[src/rtl/noc_adaptive_route_selector_pkg.sv]
// Shared types and constants for the adaptive route selector: one-hot port
// encodings, routing modes, flit type codes and the candidate priority picker.
package noc_adaptive_route_selector_pkg;

  localparam int NUM_PORTS = 5;
  localparam int PORT_E    = 0;
  localparam int PORT_W    = 1;
  localparam int PORT_S    = 2;
  localparam int PORT_N    = 3;
  localparam int PORT_L    = 4;

  // Bit offsets inside the 2-bit flit type field (which sits at the flit MSBs).
  localparam int TYPE_HEAD_BIT = 0;
  localparam int TYPE_TAIL_BIT = 1;

  typedef enum logic [4:0] {
    ROUTE_E = 5'b00001,
    ROUTE_W = 5'b00010,
    ROUTE_S = 5'b00100,
    ROUTE_N = 5'b01000,
    ROUTE_L = 5'b10000
  } e_route;

  typedef enum logic [1:0] {
    MODE_XY   = 2'd0,
    MODE_YX   = 2'd1,
    MODE_WF   = 2'd2,
    MODE_RSVD = 2'd3
  } e_route_mode;

  typedef enum logic [1:0] {
    FLIT_BODY     = 2'b00,
    FLIT_HEAD     = 2'b01,
    FLIT_TAIL     = 2'b10,
    FLIT_HEADTAIL = 2'b11
  } e_flit_type;

  // Priority E, S, N, W; an empty candidate set falls back to local delivery.
  function automatic logic [4:0] pick_route(input logic [4:0] cand);
    if (cand[PORT_E])      return ROUTE_E;
    else if (cand[PORT_S]) return ROUTE_S;
    else if (cand[PORT_N]) return ROUTE_N;
    else if (cand[PORT_W]) return ROUTE_W;
    else                   return ROUTE_L;
  endfunction

endpackage

[src/rtl/noc_route_compute.sv]
// Purely combinational one-hot route computation for a single header flit,
// supporting XY, YX and west-first adaptive routing with disabled-port pruning.
module noc_route_compute
  import noc_adaptive_route_selector_pkg::*;
#(
  parameter int         ID_X_WIDTH    = 3,
  parameter int         ID_Y_WIDTH    = 3,
  parameter logic [4:0] ACTIVATE_PORT = 5'b11111
) (
  input  logic [ID_X_WIDTH-1:0] dest_x,
  input  logic [ID_Y_WIDTH-1:0] dest_y,
  input  logic [ID_X_WIDTH-1:0] id_x,
  input  logic [ID_Y_WIDTH-1:0] id_y,
  input  logic [1:0]            route_mode,
  input  logic [4:0]            congested,
  output logic [4:0]            route
);

  logic go_e, go_w, go_s, go_n;
  logic [4:0] cand, allowed, relaxed;

  // Deterministic modes yield a single candidate, so the congestion filter
  // below can never change their choice; only west-first sees a real set.
  always_comb begin
    go_e = dest_x > id_x;
    go_w = dest_x < id_x;
    go_s = dest_y > id_y;
    go_n = dest_y < id_y;
    cand = '0;
    case (e_route_mode'(route_mode))
      MODE_YX: begin
        if (go_s)      cand = ROUTE_S;
        else if (go_n) cand = ROUTE_N;
        else if (go_e) cand = ROUTE_E;
        else if (go_w) cand = ROUTE_W;
      end
      MODE_WF: begin
        if (go_w) cand = ROUTE_W;
        else begin
          cand[PORT_E] = go_e;
          cand[PORT_S] = go_s;
          cand[PORT_N] = go_n;
        end
      end
      default: begin
        if (go_e)      cand = ROUTE_E;
        else if (go_w) cand = ROUTE_W;
        else if (go_s) cand = ROUTE_S;
        else if (go_n) cand = ROUTE_N;
      end
    endcase
    allowed = cand & ACTIVATE_PORT;
    relaxed = allowed & ~congested;
    if (relaxed != '0) route = pick_route(relaxed);
    else               route = pick_route(allowed);
  end

endmodule

[src/rtl/noc_adaptive_route_selector.sv]
// Per-VC route computation stage: freezes each packet's route from header to
// tail, checks framing, and steers request/free/sop/eop to the port arbiters.
module noc_adaptive_route_selector
  import noc_adaptive_route_selector_pkg::*;
#(
  parameter int         CHANNELS      = 2,
  parameter int         DATA_WIDTH    = 32,
  parameter int         ID_X_WIDTH    = 3,
  parameter int         ID_Y_WIDTH    = 3,
  parameter int         DEST_LSB      = 0,
  parameter logic [4:0] ACTIVATE_PORT = 5'b11111
) (
  input  logic                           noc_clk,
  input  logic                           noc_rst_n,
  input  logic [ID_X_WIDTH-1:0]          id_x,
  input  logic [ID_Y_WIDTH-1:0]          id_y,
  input  logic [1:0]                     route_mode,
  input  logic [4:0]                     congested,
  input  logic [CHANNELS-1:0]            in_valid,
  input  logic [CHANNELS-1:0]            in_ready,
  input  logic [CHANNELS*DATA_WIDTH-1:0] in_flit,
  output logic [5*CHANNELS-1:0]          route_onehot,
  output logic [5*CHANNELS-1:0]          port_request,
  output logic [5*CHANNELS-1:0]          port_free,
  output logic [5*CHANNELS-1:0]          port_sop,
  output logic [5*CHANNELS-1:0]          port_eop,
  output logic [CHANNELS-1:0]            drop,
  input  logic                           err_clear,
  output logic [CHANNELS-1:0]            proto_err
);

  localparam logic [1:0] ST_IDLE     = 2'd0;
  localparam logic [1:0] ST_HDR_PEND = 2'd1;
  localparam logic [1:0] ST_BODY     = 2'd2;
  localparam int         DEST_W      = ID_X_WIDTH + ID_Y_WIDTH;

  for (genvar g = 0; g < CHANNELS; g++) begin : g_vc
    logic [DATA_WIDTH-1:0] flit;
    logic [DEST_W-1:0]     dest;
    e_flit_type            ftype;
    logic                  valid, ready, hs, is_head, is_tail;
    logic [1:0]            state, next_state;
    logic [4:0]            route_q, route_calc, route_cur, en_route;
    logic                  latch, drop_c, err_set, err_q;
    logic                  unused_flit;

    assign flit        = in_flit[g*DATA_WIDTH +: DATA_WIDTH];
    assign dest        = flit[DEST_LSB +: DEST_W];
    assign ftype       = e_flit_type'(flit[DATA_WIDTH-1 -: 2]);
    assign is_head     = ftype[TYPE_HEAD_BIT];
    assign is_tail     = ftype[TYPE_TAIL_BIT];
    assign valid       = in_valid[g];
    assign ready       = in_ready[g];
    assign hs          = valid & ready;
    assign unused_flit = ^flit;

    noc_route_compute #(
      .ID_X_WIDTH   (ID_X_WIDTH),
      .ID_Y_WIDTH   (ID_Y_WIDTH),
      .ACTIVATE_PORT(ACTIVATE_PORT)
    ) u_route (
      .dest_x    (dest[DEST_W-1 -: ID_X_WIDTH]),
      .dest_y    (dest[ID_Y_WIDTH-1:0]),
      .id_x      (id_x),
      .id_y      (id_y),
      .route_mode(route_mode),
      .congested (congested),
      .route     (route_calc)
    );

    // A header seen in IDLE or BODY uses the live route and latches it; in
    // HDR_PEND the latched copy is held so congestion changes cannot move it.
    always_comb begin
      next_state = state;
      route_cur  = '0;
      latch      = 1'b0;
      drop_c     = 1'b0;
      err_set    = 1'b0;
      case (state)
        ST_HDR_PEND: begin
          route_cur = route_q;
          if (hs) next_state = is_tail ? ST_IDLE : ST_BODY;
        end
        ST_BODY: begin
          if (valid && is_head) begin
            route_cur  = route_calc;
            latch      = 1'b1;
            err_set    = 1'b1;
            next_state = hs ? (is_tail ? ST_IDLE : ST_BODY) : ST_HDR_PEND;
          end else begin
            route_cur = route_q;
            if (hs && is_tail) next_state = ST_IDLE;
          end
        end
        default: begin
          next_state = ST_IDLE;
          if (valid && is_head) begin
            route_cur  = route_calc;
            latch      = 1'b1;
            next_state = hs ? (is_tail ? ST_IDLE : ST_BODY) : ST_HDR_PEND;
          end else if (valid) begin
            drop_c  = 1'b1;
            err_set = 1'b1;
          end
        end
      endcase
      if (valid && is_head && route_cur == ROUTE_L && !ACTIVATE_PORT[PORT_L])
        err_set = 1'b1;
    end

    always_ff @(posedge noc_clk or negedge noc_rst_n) begin
      if (!noc_rst_n) begin
        state   <= ST_IDLE;
        route_q <= '0;
        err_q   <= 1'b0;
      end else begin
        state <= next_state;
        if (latch) route_q <= route_calc;
        if (err_set)        err_q <= 1'b1;
        else if (err_clear) err_q <= 1'b0;
      end
    end

    assign en_route              = route_cur & ACTIVATE_PORT;
    assign route_onehot[g*5 +: 5] = route_cur;
    assign drop[g]               = drop_c;
    assign proto_err[g]          = err_q;

    for (genvar p = 0; p < NUM_PORTS; p++) begin : g_port
      assign port_request[p*CHANNELS+g] = valid & en_route[p];
      assign port_free[p*CHANNELS+g]    = ready & en_route[p];
      assign port_sop[p*CHANNELS+g]     = valid & is_head & en_route[p];
      assign port_eop[p*CHANNELS+g]     = hs & is_tail & en_route[p];
    end
  end

endmodule

[config.mk]
export PLATFORM = sky130hd
export DESIGN_NAME = noc_adaptive_route_selector
export DESIGN_NICKNAME = d
export VERILOG_FILES = /design/src/rtl/noc_adaptive_route_selector_pkg.sv /design/src/rtl/noc_route_compute.sv /design/src/rtl/noc_adaptive_route_selector.sv
export SDC_FILE = /design/constraint.sdc
export NUM_CORES = 1
export LEC_CHECK = 0
export CORE_MARGIN = 2
export CORE_UTILIZATION = 40
export CTS_CLUSTER_SIZE = 40
export DETAILED_ROUTE_END_ITERATION = 8
export GPL_TIMING_DRIVEN = 1
export PLACE_DENSITY = 0.87
export SETUP_SLACK_MARGIN = 0.5
export SYNTH_ARGS = -nofsm -noshare
export SYNTH_HDL_FRONTEND = slang
export SYNTH_SLANG_ARGS = --single-unit
[constraint.sdc]
create_clock -name noc_clk -period 4.1 [get_ports noc_clk]
set_input_delay 0.615 -clock noc_clk [delete_from_list [all_inputs] [get_ports noc_clk]]
set_output_delay 0.615 -clock noc_clk [all_outputs]
set_load 0.1 [all_outputs]
-- Word level (Yosys, flattened, before mapping)
Index checks and enable logic that the tools add are counted.
- bitwise logic cells: 49
- equal/unequal tests: 10
- multiply operators: 0
- order comparisons: 8
- div/mod/pow operators: 0
- mux-type cells: 77
- shift operators: 0
- reduce and logical (&&, ||, !) cells: 12
- add/sub/neg operators: 0
- operators by type and width (kind ; count):
    5-bit 2-to-1 mux ; 34
    1-bit AND ; 46
    5-bit case mux with 2 select lines ; 4
    2-bit 2-to-1 mux ; 16
    1-bit 2-to-1 mux ; 17
    3-bit > comparator ; 4
    3-bit < comparator ; 4
    5-bit AND ; 2
    5-bit nonzero test ; 2
    4-bit 2-to-1 mux ; 2
    2-bit case mux with 2 select lines ; 2
    2-bit by 1-bit == test with 1-bit output (second input constant) ; 3
    2-bit == test (second input constant) ; 3
    3-bit != test (second input constant) ; 2
    5-bit NOT ; 1
    1-bit logical AND ; 4
    2-bit != test (second input constant) ; 2
    1-bit case mux with 2 select lines ; 2
    2-bit AND reduction ; 2
    2-bit nonzero test ; 2
    2-bit OR reduction ; 2
- bits of input ports: 84
- bits in registers: 16
- logic and storage cells: 162
- output and inout port bits: 54
- bits in read-only memories: 0
- bits in writable memories: 0
- memories kept: 0
- bits in latches: 0

-- Logic depth before layout (Yosys ltp)
Gate-level depths: netlist of run 1.
- word-level depth: 15
- gate-level depth with buffers: 9
- gate-level depth less buffers: 8

-- Cells and area by module
Synthesis of run 1 repeated with hierarchy kept, for this count alone.
- cells, all modules: 319
- area, all modules: 2358.5 sq um
- modules (own cells, without submodules) (module ; cells each ; sequential area each (sq um) ; instances ; area each (sq um)):
    noc_adaptive_route_selector ; 203 ; 400.4 ; 1 ; 1520.2
    noc_route_compute ; 58 ; 0.0 ; 2 ; 419.2

-- Worst setup path before layout of run 1
OpenSTA, ideal clock, no wires.
- path kind: input-to-output
- start: input id_y[2]
- end: output port_eop[5]
- path buffers: 0
- data required time: 3.485 ns
- arrival time: 4.985 ns
- stages on the path: 7
- path slack: -1.500 ns
- cells stage by stage: inv_1 ha_1 or3b_4 a311o_4 nand4_1 nand3_1 o41ai_1
- word-level cells in the longest chain between the ends: 14
- elaborated cells on any way between the ends: 23
- classes of those cells: order compare: 2; mux: 18; bitwise: 2; reduce/logical: 1
- RTL lines (what ; RTL line ; source):
    from (decl) ; noc_adaptive_route_selector.sv:16 ; input logic [ID_Y_WIDTH-1:0] id_y,
    3-bit < comparator ; noc_route_compute.sv:28 ; go_n = dest_y < id_y;
    4-bit 2-to-1 mux ; noc_route_compute.sv:49 ; else if (go_n) cand = ROUTE_N;
    5-bit 2-to-1 mux ; noc_route_compute.sv:48 ; else if (go_s) cand = ROUTE_S;
    5-bit 2-to-1 mux ; noc_route_compute.sv:47 ; else if (go_w) cand = ROUTE_W;
    5-bit 2-to-1 mux ; noc_route_compute.sv:46 ; if (go_e) cand = ROUTE_E;
    5-bit case mux with 2 select lines (*) ; noc_route_compute.sv:30 ; case (e_route_mode'(route_mode))
    5-bit AND ; noc_route_compute.sv:53 ; relaxed = allowed & ~congested;
    5-bit 2-to-1 mux ; noc_adaptive_route_selector_pkg.sv:42 ; else if (cand[PORT_N]) return ROUTE_N;
    5-bit 2-to-1 mux ; noc_adaptive_route_selector_pkg.sv:41 ; else if (cand[PORT_S]) return ROUTE_S;
    5-bit 2-to-1 mux ; noc_adaptive_route_selector_pkg.sv:40 ; if (cand[PORT_E]) return ROUTE_E;
    5-bit 2-to-1 mux (*) ; noc_route_compute.sv:54 ; if (relaxed != '0) route = pick_route(relaxed);
    5-bit 2-to-1 mux (on tied branches) ; noc_adaptive_route_selector.sv:97, noc_adaptive_route_selector.sv:85 ;
    5-bit case mux with 2 select lines (*) ; noc_adaptive_route_selector.sv:79 ; case (state)
    1-bit AND (*) ; noc_adaptive_route_selector.sv:133 ; assign port_eop[p*CHANNELS+g] = hs & is_tail & en_route[p];
    to (decl) ; noc_adaptive_route_selector.sv:26 ; output logic [5*CHANNELS-1:0] port_eop,
Mark *: on every way between the ends. The rest lies on a longest branch, timed or not.

-- Final worst setup path of run 1
- start: input id_x[2]
- end: output port_sop[4]
- word-level cells in the longest chain between the ends: 12
- elaborated cells on any way between the ends: 25
- classes of those cells: order compare: 2; mux: 20; bitwise: 2; reduce/logical: 1
- RTL lines (what ; RTL line ; source):
    from (decl) ; noc_adaptive_route_selector.sv:15 ; input logic [ID_X_WIDTH-1:0] id_x,
    3-bit < comparator ; noc_route_compute.sv:26 ; go_w = dest_x < id_x;
    2-bit 2-to-1 mux / 5-bit 2-to-1 mux (equally long branches) ; noc_route_compute.sv:35, noc_route_compute.sv:47 ;
    5-bit 2-to-1 mux (on tied branches) ; noc_route_compute.sv:34, noc_route_compute.sv:46 ;
    5-bit 2-to-1 mux / 5-bit case mux with 2 select lines (equally long branches) ; noc_route_compute.sv:33, noc_route_compute.sv:30 ;
    5-bit 2-to-1 mux / 5-bit AND (equally long branches) ; noc_route_compute.sv:32, noc_route_compute.sv:53 ;
    5-bit case mux with 2 select lines (*) ; noc_route_compute.sv:30 ;
    5-bit AND / 5-bit 2-to-1 mux (equally long branches) ; noc_route_compute.sv:53, noc_adaptive_route_selector_pkg.sv:41 ;
    5-bit nonzero test / 5-bit 2-to-1 mux (equally long branches) ; noc_route_compute.sv:54, noc_adaptive_route_selector_pkg.sv:40 ;
    5-bit 2-to-1 mux (*) ; noc_route_compute.sv:54 ;
    5-bit 2-to-1 mux (on tied branches) ; noc_adaptive_route_selector.sv:97, noc_adaptive_route_selector.sv:85 ;
    5-bit case mux with 2 select lines (*) ; noc_adaptive_route_selector.sv:79 ;
    1-bit AND (*) ; noc_adaptive_route_selector.sv:132 ; assign port_sop[p*CHANNELS+g] = valid & is_head & en_route[p];
    to (decl) ; noc_adaptive_route_selector.sv:25 ; output logic [5*CHANNELS-1:0] port_sop,
Marks and branches as above.

==> metrics.txt, run 1 <==
CP Class=primary input to output port; Antenna Cells=0; Total GRT Usage=0.264; final worst slack=0.442 ns; H-tree depth=1; highest metal used=met4; post-synthesis cell count=298; Worst Hold Class=flop to flop; Iter 0 DRT Violations=150; Avg WL per Cell=18.2 µm; initial antenna violation count=0; sequential element share of the synthesized area=0.187; setup tns final=0 ns; die footprint=between 5000 and 6000 µm²; DP Wirelength=6030 µm; Placed Area=just under 4000 µm²; VDD IR max=0.155 mV; Core ar.=between 5000 and 6000 µm²; reg2reg setup slack=between 2 and 3 ns; Least-Margin Pin Slew=0.972 ns; Max stage delay on crit path=0.40 ns; RSZ-0062 raised after global routing=true; Met2 Routed Length=4410 µm; synthesized cell area=2140 µm²; IO Count=138; Final Max Slew Viols=0; Die Span Y=77.2 µm; fin cells=469; ranking of synthesized cells by area=dfrtp_1 (19%), ha_1 (11%), nand2_1 (5.4%); worst-path cell chain=clkdlybuf4s50_1 > inv_1 > ha_4 > and3_4 > or3_1 > o31a_1 > a32oi_4 > nor2_1 > buf_12; Fin. Hold Viols=0; Worst path slowest cell=clkdlybuf4s50_1; CP Max Fanout=5; Num CTS Buffers=3; fin crit share=0.892; # setup viols final=0; Hold-fix buffers, CTS=0; FFs w/ async S/R, synth=1.00; outcome=finished, final reports clean; clock-pin slew on the worst setup and hold paths=0.06 ns; final antenna-violating net count=0; Max Freq=273 MHz; Finished Cell Area=4330 µm²; crit path launch type=primary input; DRC=0; vias per std cell=6.06; r2r worst-path depth=6; synthesis-stage register bit count=16; CTS tree=built; Final min period=~3.7 ns; syn avg cell area=7.19 µm²; Setup crit end kind=output port; post-layout power=920 µW; Post-Route Utilization=0.842; Arr. time, crit path=between 3 and 4 ns; DR pass1 iterations=4; number of global-route vias before repair=~2,800; worst slew margin relative to its limit=0.350; most instantiated library cell after synthesis=nand2_1; WL met3=approximately 600 µm; maximum root-to-sink buffer count=2; Starting Density=0.417; skew final=~0.0023 ns; syn_nets=400; Max-Cap Viols=0; pin count of the biggest net entering global routing=17; share of cells above drive strength 1=0.441; number of flops mapped to enable cells by yosys=0; via count=~2,800; clk sink count=16; chip width=77.2 µm; cell type with the largest total area after synthesis=dfrtp_1; Area Growth Syn to Fin=102%; Row Count=26; Hold Path End=g_vc[1].route_q[0]$_DFFE_PN0P_; total wire length after detailed routing=8530 µm; top cell type's share of synthesized area=0.187; Cell Pwr Density=around 210 nW/µm²; Reg2Reg Launch Point=g_vc[1].state[0]$_DFFE_PN0P_; gpl congestion=0.944; total grt overflow=0; Yosys warning count=0; RR Endpoint=g_vc[1].route_q[3]$_DFFE_PN0P_; first-pass GRT wire length=13,100 µm; port bufs=around 90; CTS root buffer=clkbuf_8; dpl ws=roughly 0.034 ns; M1 WL=3140 µm; hold_ws=0.494 ns; min-delay src=g_vc[1].route_q[0]$_DFFE_PN0P_; Synth Flop Type=dfrtp_1; placed cell count=452; WHS Path Cells=2; most instantiated cells after synthesis=nand2_1 (31), inv_1 (28), nor2_1 (23), nand3_1 (19), ha_1 (18); fin nets=502; Synth cell types=56; CP required=about 3.5 ns; Pleak=roughly 1.8 nW; worst skew pair latency=0.24 ns
state kept, by name, summed over array words and instances, names as in the netlist:
signal and cells:
g_vc.route_q 10, g_vc.state 4, g_vc.err_q 2
routing by layer:
metal,GRT usage,up-vias
met5,0,-
met2,0.484,163
met1,0.290,1337
met3,0.0612,37
li1,-,1304
met4,0.109,0
where the power goes:
part           internal [mW]  switching (mW)
clock network         0.0850          0.0506
registers              0.180          0.0187
logic                  0.227           0.359
total                  0.492           0.429
layout by cell type (no fill, tap or decap), types with 6 or more instances in the layout:
master	netlist	routed
a21oi_1	11	6
and2_1	12	8
buf_12	0	51
buf_4	4	23
clkdlybuf4s50_1	0	28
dfrtp_1	16	16
ha_1	18	8
ha_4	0	8
inv_1	28	22
nand2_1	31	30
nand3_1	19	16
nand4_1	7	7
nor2_1	23	11
nor2_2	0	11
o21ai_0	16	13
cells by family after synthesis:
kind of cell / share of synthesized area
buffers and inverters: 0.0794
flip-flops: 0.187
AND/OR/NAND/NOR: 0.355
adder cells (fa/ha/maj): 0.105
AO/OA/AOI/OAI: 0.269
multiplexers: 0.00467
how the worst max path moves through the flow:
stage / start / cells past startpoint / to / slack, ns
floorplan: id_y[1] / 7 / port_free[4] / 0.12
global placement: id_y[1] / 9 / port_sop[7] / 0.11
detailed placement: id_y[1] / 9 / port_free[7] / 0.03
CTS: id_x[2] / 9 / port_eop[4] / 0.48
global route: id_x[2] / 9 / port_sop[4] / 0.38
finish: id_x[2] / 9 / port_sop[4] / 0.44
cell type report:
cell class,count,area [µm²]
inverter,28,114
tap,70,87.6
fill,285,811
multi-input combinational,241,2110
sequential,16,400
clock buffer,4,55.1
timing repair buffer,110,1560
worst max-delay path, delay by kind of cell:
kind	cells	cell delay [ns]
compound gates	2	0.70
fa+ha+maj	1	0.27
buf+inv	3	0.80
simple gates	3	0.65
what timing repair did:
action                                  4_1_cts  5_1_grt
endpoints found under the hold margin         0        0
setup buffers                                 8        5
pin swaps                                    13       11
endpoints found under the setup margin       48       48
resized for setup                            32       39
(Power assumes the default switching activity.)
==> run 2, diff against run 1 <==
- CORE_MARGIN: 2 -> not set
- CORE_UTILIZATION: 40 -> 37
- CTS_BUF_LIST: not set -> sky130_fd_sc_hd__clkbuf_8 sky130_fd_sc_hd__clkbuf_16
- PLACE_DENSITY: 0.87 -> 0.82
- clock period: 4.1 -> 3.9 ns (I/O delays scaled with it)
==> run 2 against run 1 <==
Combinational power rose by 6.6%; final area fell by 0.32%; die area rose by 2.4%; critical path depth fell by 1; clock-buffer cell count did not move; first-iteration DRC count rose by 63%; sequential share of layout area barely moved; largest power group unchanged.
==> metrics.txt, run 2 (synthesis gave the netlist of run 1 again) <==
final antenna-violating net count=0 (unchanged); worst skew pair latency=0.24 ns (about the same); Final Max Slew Viols=0 (unchanged); total wire length after detailed routing=8960 µm (+5.0%); clk sink count=16 (unchanged); final worst slack=0.495 ns (+0.0532 ns); die footprint=6100 µm² (+2.4%); Reg2Reg Launch Point=g_vc[1].state[0]$_DFFE_PN0P_; Max stage delay on crit path=0.47 ns (+0.07 ns); VDD IR max=0.148 mV (-4.5%); crit path launch type=primary input; maximum root-to-sink buffer count=2 (unchanged); worst-path cell chain=clkbuf_2 > ha_4 > or3b_4 > a311o_4 > nand4_1 > nand3_2 > o41ai_4 > buf_12; CTS root buffer=clkbuf_8; most frequent cells in the layout=buf_12 (51), buf_4 (34), nand2_1 (30); first-pass GRT wire length=13,100 µm (+0.26%); Biggest register=g_vc.route_q; Avg WL per Cell=18.5 µm (+2.0%); share of cells above drive strength 1=0.440 (-0.000713); port bufs=88 (unchanged); DR pass1 iterations=5 (+1); Least-Margin Pin Slew=0.961 ns (-0.0111 ns); Worst Hold Class=flop to flop; Area Growth Syn to Fin=101%; Largest regs=g_vc.route_q (10), g_vc.state (4), g_vc.err_q (2); via count=2,903 (+2.2%); CP Class=primary input to output port; Max Freq=between 200 and 300 MHz; chip width=78.1 µm (+1.2%); Cell Pwr Density=225 nW/µm² (+6.0%); skew final=0.00312 ns (+0.000823 ns); Core ar.=5540 µm² (+7.8%); Arr. time, crit path=2.82 ns (-0.22 ns); CP Max Fanout=8 (+3); outcome=finished, final reports clean; Total GRT Usage=0.265 (+0.00117); fin cells=483 (+3.0%); Row Count=27 (+3.8%); Setup crit end kind=output port; RSZ-0062 raised after global routing=false; # setup viols final=0 (unchanged); IO Count=138 (unchanged); gpl congestion=0.879 (-6.9%); pin count of the biggest net entering global routing=17 (unchanged); min-delay src=g_vc[1].route_q[0]$_DFFE_PN0P_; Iter 0 DRT Violations=244 (+63%); most common cell after layout, fill and taps aside=buf_12; CTS tree=built; placed cell count=457 (+1.1%); DRC=0 (unchanged); fin nets=514 (+2.4%); total grt overflow=0 (unchanged); hold_ws=0.499 ns (+0.00518 ns); clock-pin slew on the worst setup and hold paths=0.06 ns (about the same); Die Span Y=78.1 µm (+1.2%); CP required=3.31 ns (-0.17 ns); DP Wirelength=6030 µm (about the same); initial antenna violation count=0 (unchanged); Final min period=between 3 and 4 ns; max reg flops=10 (unchanged); Num CTS Buffers=3 (unchanged); setup tns final=0 ns (unchanged); Worst path slowest cell=a311o_4; vias per std cell=6.01 (-0.78%); fin crit share=0.873; worst slew margin relative to its limit=0.357 (+0.00742); Antenna Cells=0 (unchanged); dpl ws=0.180 ns (+0.146 ns); Starting Density=0.387 (-0.0301); Worst Setup SP=id_y[0]; H-tree depth=1 (unchanged); number of global-route vias before repair=2,794 (-0.96%); Max-Cap Viols=0 (unchanged); Pleak=1.86 nW (+2.2%); Fin. Hold Viols=0 (unchanged)
## run 2: cell count changes in the layout (fill, tap and decap cells not counted), sizes merged
cell,before,now
dlygate4sd2,3,11
buf,74,86
clkbuf,4,10
dlymetal6s2s,5,1
clkdlybuf4s50,28,18
## run 2: final cells by class
type / instances / area [µm²]
clock buffer: 4 / 55.1
fill: 342 / 1220
inverter: 28 / 114
multi-input combinational: 241 / 2050
sequential: 16 / 400
tap: 72 / 90.1
timing repair buffer: 122 / 1610
## run 2: final timing paths
path                                                        to  slack (ns)  cells past startpoint
min in group asynchronous       g_vc[1].route_q[0]$_DFFE_PN0P_        0.75                      1
worst max register to register  g_vc[1].route_q[3]$_DFFE_PN0P_        2.30                      6
worst max-delay path                               port_eop[5]        0.50                      8
worst min-delay path            g_vc[1].route_q[0]$_DFFE_PN0P_        0.50                      2
max in group asynchronous       g_vc[0].route_q[4]$_DFFE_PN0P_        2.72                      1
worst min register to register  g_vc[1].route_q[0]$_DFFE_PN0P_        0.50                      2
## run 2: through the flow
step	power, mW	area, µm²	util
final	0.973	4320	0.779
after global routing	1.02	4320	0.779
after detailed placement	0.727	3880	0.700
after global placement	0.713	3880	0.700
after CTS	0.933	4240	0.765
after floorplan	0.557	2390	-
## run 2: timing repair
item,CTS,global route
pin swaps,27,8
hold buffers,0,0
gates resized for setup,63,22
buffers inserted,17,5
setup endpoints to repair,50,31
## run 2: power breakdown
group,switching (mW),leakage [nW],internal (mW)
Sequential,0.0159,0.212,0.189
Clock,0.0532,0.0288,0.0893
Combinational,0.381,1.62,0.244
Total,0.451,1.86,0.522
## run 2: layer usage
metal	track usage	routed length [µm]	vias to the layer above
met5	0	0	-
met4	0.106	477	0
met3	0.0488	698	60
met2	0.493	4500	194
met1	0.296	3280	1331
li1	-	-	1318
## run 2: critical path: cells and delay by family
kind | cells | cell delay, ns
AND/OR/NAND/NOR | 3 | 0.72
buffers and inverters | 2 | 0.39
AO/OA/AOI/OAI | 2 | 0.94
adder cells (fa/ha/maj) | 1 | 0.17
